## src/rtl/dmem_arbiter.sv

```systemverilog
// Round-robin arbiter that shares one single-port data memory between port A and port B.
// Each access is a fixed three cycles: IDLE (grant) -> ACCESS (memory strobe) -> DONE (ack).
module dmem_arbiter #(
    parameter int unsigned DATA_W = 32,
    parameter int unsigned ADDR_W = 32,
    parameter int unsigned DEPTH  = 32
) (
    input  logic              clk,
    input  logic              reset,
    input  logic              a_req,
    input  logic              a_we,
    input  logic [ADDR_W-1:0] a_addr,
    input  logic [DATA_W-1:0] a_wdata,
    output logic              a_ack,
    output logic [DATA_W-1:0] a_rdata,
    output logic              a_err,
    input  logic              b_req,
    input  logic              b_we,
    input  logic [ADDR_W-1:0] b_addr,
    input  logic [DATA_W-1:0] b_wdata,
    output logic              b_ack,
    output logic [DATA_W-1:0] b_rdata,
    output logic              b_err,
    output logic [ADDR_W-1:0] mem_addr,
    output logic [DATA_W-1:0] mem_wdata,
    output logic              mem_we,
    output logic              mem_re,
    input  logic [DATA_W-1:0] mem_rdata
);

    localparam logic [ADDR_W-1:0] DEPTH_A = ADDR_W'(DEPTH);

    typedef enum logic [1:0] {
        IDLE   = 2'd0,
        ACCESS = 2'd1,
        DONE   = 2'd2
    } state_t;

    state_t            state;
    logic              last_b;
    logic              gnt_b;
    logic              lat_we;
    logic              lat_ok;
    logic              rd_ok;
    logic [DATA_W-1:0] a_rd_q;
    logic [DATA_W-1:0] b_rd_q;

    logic              sel_b_c;
    logic              sel_we_c;
    logic              sel_ok_c;
    logic [ADDR_W-1:0] sel_addr_c;
    logic [DATA_W-1:0] sel_wdata_c;
    logic [DATA_W-1:0] rd_data_c;

    // Winner selection: a tie goes to the port that was not granted last.
    always_comb begin
        sel_b_c     = b_req && (!a_req || !last_b);
        sel_we_c    = sel_b_c ? b_we    : a_we;
        sel_addr_c  = sel_b_c ? b_addr  : a_addr;
        sel_wdata_c = sel_b_c ? b_wdata : a_wdata;
        sel_ok_c    = (sel_addr_c < DEPTH_A);
        rd_data_c   = rd_ok ? mem_rdata : '0;
    end

    // Memory read data only exists during DONE, so it is forwarded with the ack
    // and captured into the hold register as DONE ends.
    assign a_rdata = a_ack ? rd_data_c : a_rd_q;
    assign b_rdata = b_ack ? rd_data_c : b_rd_q;

    always_ff @(posedge clk) begin
        if (reset) begin
            state     <= IDLE;
            last_b    <= 1'b1;
            gnt_b     <= 1'b0;
            lat_we    <= 1'b0;
            lat_ok    <= 1'b0;
            rd_ok     <= 1'b0;
            a_ack     <= 1'b0;
            b_ack     <= 1'b0;
            a_err     <= 1'b0;
            b_err     <= 1'b0;
            a_rd_q    <= '0;
            b_rd_q    <= '0;
            mem_we    <= 1'b0;
            mem_re    <= 1'b0;
            mem_addr  <= '0;
            mem_wdata <= '0;
        end else begin
            a_ack     <= 1'b0;
            b_ack     <= 1'b0;
            mem_we    <= 1'b0;
            mem_re    <= 1'b0;
            mem_addr  <= '0;
            mem_wdata <= '0;
            unique case (state)
                IDLE: begin
                    if (a_req || b_req) begin
                        gnt_b  <= sel_b_c;
                        last_b <= sel_b_c;
                        lat_we <= sel_we_c;
                        lat_ok <= sel_ok_c;
                        // Out-of-range accesses never strobe the memory.
                        if (sel_ok_c) begin
                            mem_we    <= sel_we_c;
                            mem_re    <= !sel_we_c;
                            mem_addr  <= sel_addr_c;
                            mem_wdata <= sel_wdata_c;
                        end
                        state <= ACCESS;
                    end
                end
                ACCESS: begin
                    rd_ok <= lat_ok && !lat_we;
                    if (gnt_b) begin
                        b_ack <= 1'b1;
                        b_err <= !lat_ok;
                    end else begin
                        a_ack <= 1'b1;
                        a_err <= !lat_ok;
                    end
                    state <= DONE;
                end
                DONE: begin
                    if (gnt_b) begin
                        b_rd_q <= rd_data_c;
                    end else begin
                        a_rd_q <= rd_data_c;
                    end
                    state <= IDLE;
                end
                default: state <= IDLE;
            endcase
        end
    end

endmodule

```

## config.mk

```make
export PLATFORM = sky130hd
export DESIGN_NAME = dmem_arbiter
export DESIGN_NICKNAME = d
export VERILOG_FILES = /design/src/rtl/dmem_arbiter.sv
export SDC_FILE = /design/constraint.sdc
export NUM_CORES = 1
export LEC_CHECK = 0
export ABC_AREA = 1
export CORE_MARGIN = 5
export CORE_UTILIZATION = 44
export CTS_CLUSTER_SIZE = 10
export DETAILED_ROUTE_END_ITERATION = 12
export PLACE_DENSITY_LB_ADDON = 0.25
export SLEW_MARGIN = 20
export SYNTH_ARGS = -nofsm -noshare
export SYNTH_HDL_FRONTEND = slang
export SYNTH_SLANG_ARGS = --single-unit
```

## constraint.sdc

```tcl
create_clock -name clk -period 2.2 [get_ports clk]
set_clock_uncertainty 0.05 [all_clocks]
set_input_delay 0.44 -clock clk [delete_from_list [all_inputs] [get_ports clk]]
set_output_delay 0.44 -clock clk [all_outputs]
set_load 0.03 [all_outputs]
```

* Yosys cells after proc, flatten, opt, wreduce, memory -nomap -nowiden
Index checks and enable logic that the tools add are counted.
** Storage, ports and cells
- Logic and storage cells :: 52
- Input bits :: 166
- Output and inout port bits :: 134
- Register bits after elaboration :: 141
** Operators by class
- Bitwise operators :: 5
- Multiplexer cells :: 10
- Reductions and logical operators :: 17
- Order comparisons :: 1
- Eq/ne operators :: 3
** Operator list (number)
- $mux W32 :: 5
- $lt A32 B6 Y1 const B :: 1
- $reduce_and A2 Y1 :: 5
- $logic_not A1 Y1 :: 5
- $not A1 Y1 :: 5
- $pmux W2 S2 :: 1
- $reduce_or A4 Y1 :: 1
- $mux W1 :: 3
- $eq A2 B1 Y1 const B :: 1
- $eq A2 B2 Y1 const B :: 1
- $logic_and A1 B1 Y1 :: 2
- $logic_not A2 Y1 :: 1
- $logic_or A1 B1 Y1 :: 2
- $mux W2 :: 1
- $ne A2 B2 Y1 const B :: 1
- $reduce_or A2 Y1 :: 1

* Logic depth before layout (Yosys ltp)
Gate-level depths: netlist of run 1.
- Depth in word-level cells :: 7
- Gate-level depth with buffers :: 12
- Gate-level depth less buffers :: 10

* Worst setup path after synthesis of run 1
Ideal clock, no wire load.
- Path type :: register to output
- Start :: register a_ack
- End :: output a_rdata[23]
- Setup slack :: 0.046 ns
- Buffers on the path :: 1
- Required time :: 1.710 ns
- Cell stages (with the launch flop) :: 4
- Arrival :: 1.664 ns
- Cell sequence :: dfxtp_1 > clkinv_1 > clkbuf_1 > o21ai_0
** On the way
- Cells in the longest elaborated chain, start to end :: 1
** Ends and longest elaborated chain
- start: declaration :: RTL line 14 : output logic a_ack,
- start signal: assignment :: RTL line 78 : a_ack <= 1'b0;
- start signal: assignment :: RTL line 89 : a_ack <= 1'b0;
- start signal: assignment :: RTL line 118 : a_ack <= 1'b1;
- $mux W32 :: RTL line 67 : assign a_rdata = a_ack ? rd_data_c : a_rd_q;
- end: declaration :: RTL line 15 : output logic [DATA_W-1:0] a_rdata,
Every way passes these cells.

* Worst setup path in the final report of run 1
- Start :: register rd_ok
- End :: output a_rdata[4]
** On the way
- Cells in the longest elaborated chain, start to end :: 2
** Ends and longest elaborated chain
- start: declaration :: RTL line 44 : logic rd_ok;
- start signal: assignment :: RTL line 113 : rd_ok <= lat_ok && !lat_we;
- $mux W32 :: RTL line 62 : rd_data_c = rd_ok ? mem_rdata : '0;
- $mux W32 :: RTL line 67
Every way passes these cells.

==> impl_metrics.json, run 1 <==
{
  "result_of_the_run": "complete, no violations",
  "cts.sinks": 141,
  "post_synth_mux_area_share_pct": 0,
  "routabilityCongestion": 0.841,
  "p_leak_nw": 4.38,
  "hold_class": "reg2reg",
  "post_synth_instance_area_um2": 6000,
  "die-height_um": 127,
  "post_synth_inst_count": 859,
  "nets": 1335,
  "placement.setup.worst_slack_ps": -83.0,
  "clkPwrFrac_pct": 42.3,
  "antenna_cells": 0,
  "h-tree-depth": 4,
  "filler_cell_count": 1079,
  "clock_tree_from_tritoncts": "built",
  "max_cap_viol_count": 0,
  "post_drt_wl_per_cell_um": 13.9,
  "ir_worst_vdd_uv": 451,
  "setup_viol": 0,
  "layout_worst_path_cycle_share_pct": 94.1,
  "ioPinCount": 300,
  "floorplan.initialDensity_pct": 45.1,
  "power.share.sequential_pct": 40.7,
  "grt_first_pass_wirelength_um": 29300,
  "netSwitchingPower_mw": 1.69,
  "post_synth_xor_area_fraction_pct": 0,
  "crit_type": "reg2out",
  "critical_path_arrival_ps": 1580,
  "hold-worst-slack_ps": 417,
  "floorplan.die.width_um": 127,
  "final_cells": 1357,
  "clk_transition_reported_paths_ps": 50,
  "max_slew.worst_pin.slew_ps": 595,
  "placement_rows": 42,
  "vias_in_the_first_global_route": 5923,
  "die_area_um2": 16100,
  "vias_per_cell": 4.66,
  "postSynthAreaPerCell_um2": 6.99,
  "power-per-cell-area_nw_per_um2": 675,
  "power.share.combinational_pct": 17.0,
  "worst_setup_path_endpoint": "a_rdata[4]",
  "crit_path_start_kind": "flip-flop",
  "area_of_the_core_um2": 13300,
  "clock_latency_ps": 410,
  "final_antenna_net_count": 0,
  "sw_frac_of_total_pct": 25.7,
  "slew_headroom_pct": 60.3,
  "grt_overflow": 0,
  "critical_path.reg2reg.startpoint": "gnt_b$_SDFFE_PP0P_",
  "fmax_ghz": 0.483,
  "detail_route.iter0.violations": 348,
  "worstSetupEndpointType": "output pin",
  "placed_cells": 1326,
  "timing.reg2reg.worst_path_depth": 5,
  "dp_hpwl_um": 14400,
  "dr_vias": 6329,
  "drt_wl_total_um": 18900,
  "synth_cell_type_count": 21,
  "layout-drive-gt1-share_pct": 12.4,
  "clockBufferDepth": 2,
  "drtPass1Iterations": 5,
  "setup-tns-final_ps": 0,
  "main_combinational_cell_family_by_area_after_synthesis": "simple AND/OR/NAND/NOR gates",
  "timing_hold_violations_final": 0,
  "yosys.area_share.simple_pct": 27.0,
  "power.internal_mw": 4.88,
  "critical_path.reg2reg.endpoint": "b_rd_q[11]$_SDFFE_PP0P_",
  "worst_slack_ps": 131,
  "groute.usage.overall_pct": 22.9,
  "finalWorstPathRequiredPeriod_ps": 2070,
  "route.detailed.drc": 0,
  "synth.top_cells.by_area": "sky130_fd_sc_hd__dfxtp_1 (47%), sky130_fd_sc_hd__nand2_1 (18%), sky130_fd_sc_hd__o21ai_0 (10%), sky130_fd_sc_hd__a21oi_1 (5.7%), sky130_fd_sc_hd__inv_1 (4.6%)",
  "placedInstanceArea_um2": 9150,
  "antenna_violations_before_repair": 0,
  "final_area_um2": 9740,
  "root_driver": "sky130_fd_sc_hd__clkbuf_16",
  "cts_buffers": 17,
  "synth.yosys.seq_area_share_pct": 47.0,
  "worstPathMaxFanout": 32,
  "synth_top_area_share_pct": 47.0,
  "synth_compound_gate_area_share_pct": 16.5,
  "synth_area_leader_cell": "sky130_fd_sc_hd__dfxtp_1",
  "numPortBuffers": 299,
  "critPathRequiredTime_ps": 1710,
  "yosys_warnings": 0,
  "r2r_slack_ps": 510,
  "synth-seq-cells": 141,
  "area_growth_pct": 62.2,
  "grt_start_max_net_pins": 65,
  "synth_fa_ha_area_share_pct": 0,
  "rsz0062_at_grt": "no",
  "crit_start": "rd_ok$_SDFFE_PP0N_",
  "timing_max_transition_violations_final": 0
}
cell families (layout without fill, tap and decap cells):
kind of cell    Yosys count  after routing
simple gates            389            389
compound gates          195            195
flops                   141            141
buf+inv                 133            429
other cells               1             27
area by class of cell:
class,count,area (um^2),area share [%]
Inverter,77,289,2.97
Clock buffer,18,439,4.51
Sequential cell,141,2820,29.0
Timing Repair Buffer,321,3100,31.8
Tap cell,176,220,2.26
Clock inverter,13,143,1.47
Multi-Input combinational cell,611,2720,28.0
worst max-delay path, cell delays in order, from the launching register on:
cell and delay [ps]:
sky130_fd_sc_hd__dfxtp_1 370, sky130_fd_sc_hd__buf_12 210, sky130_fd_sc_hd__nand2_1 110, sky130_fd_sc_hd__o21ai_0 250
sky130_fd_sc_hd__buf_4 210
power by group through the flow:
stage	Sequential, mW	Clock (mW)	Combinational, mW
floorplan	2.78	0	0.508
global placement	2.73	0	1.11
detailed placement	2.73	0	1.12
CTS	2.67	2.83	1.13
global route	2.68	2.95	1.23
finish	2.67	2.78	1.12
worst min-delay path by stage:
| stage | start | end | slack, ps | cells after the start |
|---|---|---|---|---|
| 6_report | b_err$_SDFFE_PP0P_ | b_err$_SDFFE_PP0P_ | 420 | 2 |
| 5_1_grt | a_rd_q[8]$_SDFFE_PP0P_ | a_rd_q[8]$_SDFFE_PP0P_ | 430 | 1 |
| 4_1_cts | b_err$_SDFFE_PP0P_ | b_err$_SDFFE_PP0P_ | 420 | 2 |
| 3_5_place_dp | a_rd_q[8]$_SDFFE_PP0P_ | a_rd_q[8]$_SDFFE_PP0P_ | 410 | 1 |
| 3_3_place_gp | b_err$_SDFFE_PP0P_ | b_err$_SDFFE_PP0P_ | 400 | 2 |
| 2_1_floorplan | a_rd_q[4]$_SDFFE_PP0P_ | a_rd_q[4]$_SDFFE_PP0P_ | 390 | 2 |
sequential cells by signal, indices dropped and copies added (netlist names), 2 cells and up:
signal     count
state          2
b_rd_q        32
a_rd_q        32
mem_wdata     32
mem_addr      32
per-stage QoR:
step	total power, mW	util, %
final	6.57	73.2
after global placement	3.84	68.9
after CTS	6.63	73.2
after detailed placement	3.85	68.9
after floorplan	3.29	-
after global routing	6.86	73.2
layout by cell type (no fill, tap or decap):
cell                              instances
sky130_fd_sc_hd__nand2_1                295
sky130_fd_sc_hd__clkdlybuf4s50_1        235
sky130_fd_sc_hd__dfxtp_1                141
sky130_fd_sc_hd__o21ai_0                122
sky130_fd_sc_hd__buf_4                   78
sky130_fd_sc_hd__inv_1                   73
sky130_fd_sc_hd__a21oi_1                 68
sky130_fd_sc_hd__nor2_1                  39
sky130_fd_sc_hd__conb_1                  27
sky130_fd_sc_hd__nor2_2                  21
sky130_fd_sc_hd__nand3b_1                20
sky130_fd_sc_hd__clkbuf_16               17
sky130_fd_sc_hd__buf_12                   8
sky130_fd_sc_hd__nand3_1                  7
sky130_fd_sc_hd__nand2_2                  4
sky130_fd_sc_hd__clkinv_4                 4
sky130_fd_sc_hd__o21a_1                   3
sky130_fd_sc_hd__clkinv_2                 3
sky130_fd_sc_hd__clkinv_1                 2
sky130_fd_sc_hd__inv_2                    2
sky130_fd_sc_hd__nor3_4                   2
sky130_fd_sc_hd__inv_6                    2
sky130_fd_sc_hd__bufinv_16                2
sky130_fd_sc_hd__clkinvlp_4               2
sky130_fd_sc_hd__o21ai_1                  1
sky130_fd_sc_hd__or2_2                    1
sky130_fd_sc_hd__o211a_1                  1
sky130_fd_sc_hd__clkbuf_8                 1
Yosys cell counts:
master	instances
sky130_fd_sc_hd__clkbuf_1	35
sky130_fd_sc_hd__nand3b_1	20
sky130_fd_sc_hd__o211a_1	1
sky130_fd_sc_hd__dfxtp_1	141
sky130_fd_sc_hd__conb_1	1
sky130_fd_sc_hd__o21ai_0	123
sky130_fd_sc_hd__or2_2	1
sky130_fd_sc_hd__inv_1	73
sky130_fd_sc_hd__buf_4	3
sky130_fd_sc_hd__buf_2	13
sky130_fd_sc_hd__nor2_2	21
sky130_fd_sc_hd__buf_6	5
sky130_fd_sc_hd__nor2_1	39
sky130_fd_sc_hd__clkinv_1	2
sky130_fd_sc_hd__nand2_2	4
sky130_fd_sc_hd__o21a_1	3
sky130_fd_sc_hd__inv_2	2
sky130_fd_sc_hd__a21oi_1	68
sky130_fd_sc_hd__nor3_2	2
sky130_fd_sc_hd__nand3_1	7
sky130_fd_sc_hd__nand2_1	295
timing repair:
item	4_1_cts	5_1_grt
hold buffers	0	0
gates resized for setup	0	1
setup buffers	0	0
hold endpoints to repair	0	0
setup endpoints to repair	0	1
per-layer routing:
| metal | wire, um | vias up | part of all wire (%) | global-route usage (%) |
|---|---|---|---|---|
| met3 | 1830 | 33 | 9.7 | 8.15 |
| li1 | - | 3290 | - | - |
| met2 | 9480 | 262 | 50 | 40.1 |
| met4 | 554 | 0 | 2.9 | 9.59 |
| met1 | 7030 | 2744 | 37 | 25.1 |
| met5 | 0 | - | 0 | 0 |
(Power assumes the default switching activity.)
==> run 2, diff against run 1 <==
--- a/config.mk
+++ b/config.mk
@@ -10,6 +10,7 @@
 export CORE_UTILIZATION = 44
 export CTS_CLUSTER_SIZE = 10
 export DETAILED_ROUTE_END_ITERATION = 12
+export HOLD_SLACK_MARGIN = 0.05
 export PLACE_DENSITY_LB_ADDON = 0.25
 export SLEW_MARGIN = 20
 export SYNTH_ARGS = -nofsm -noshare
==> results of run 2 <==
Final layout, timing and power as in run 1 (identical DEF).
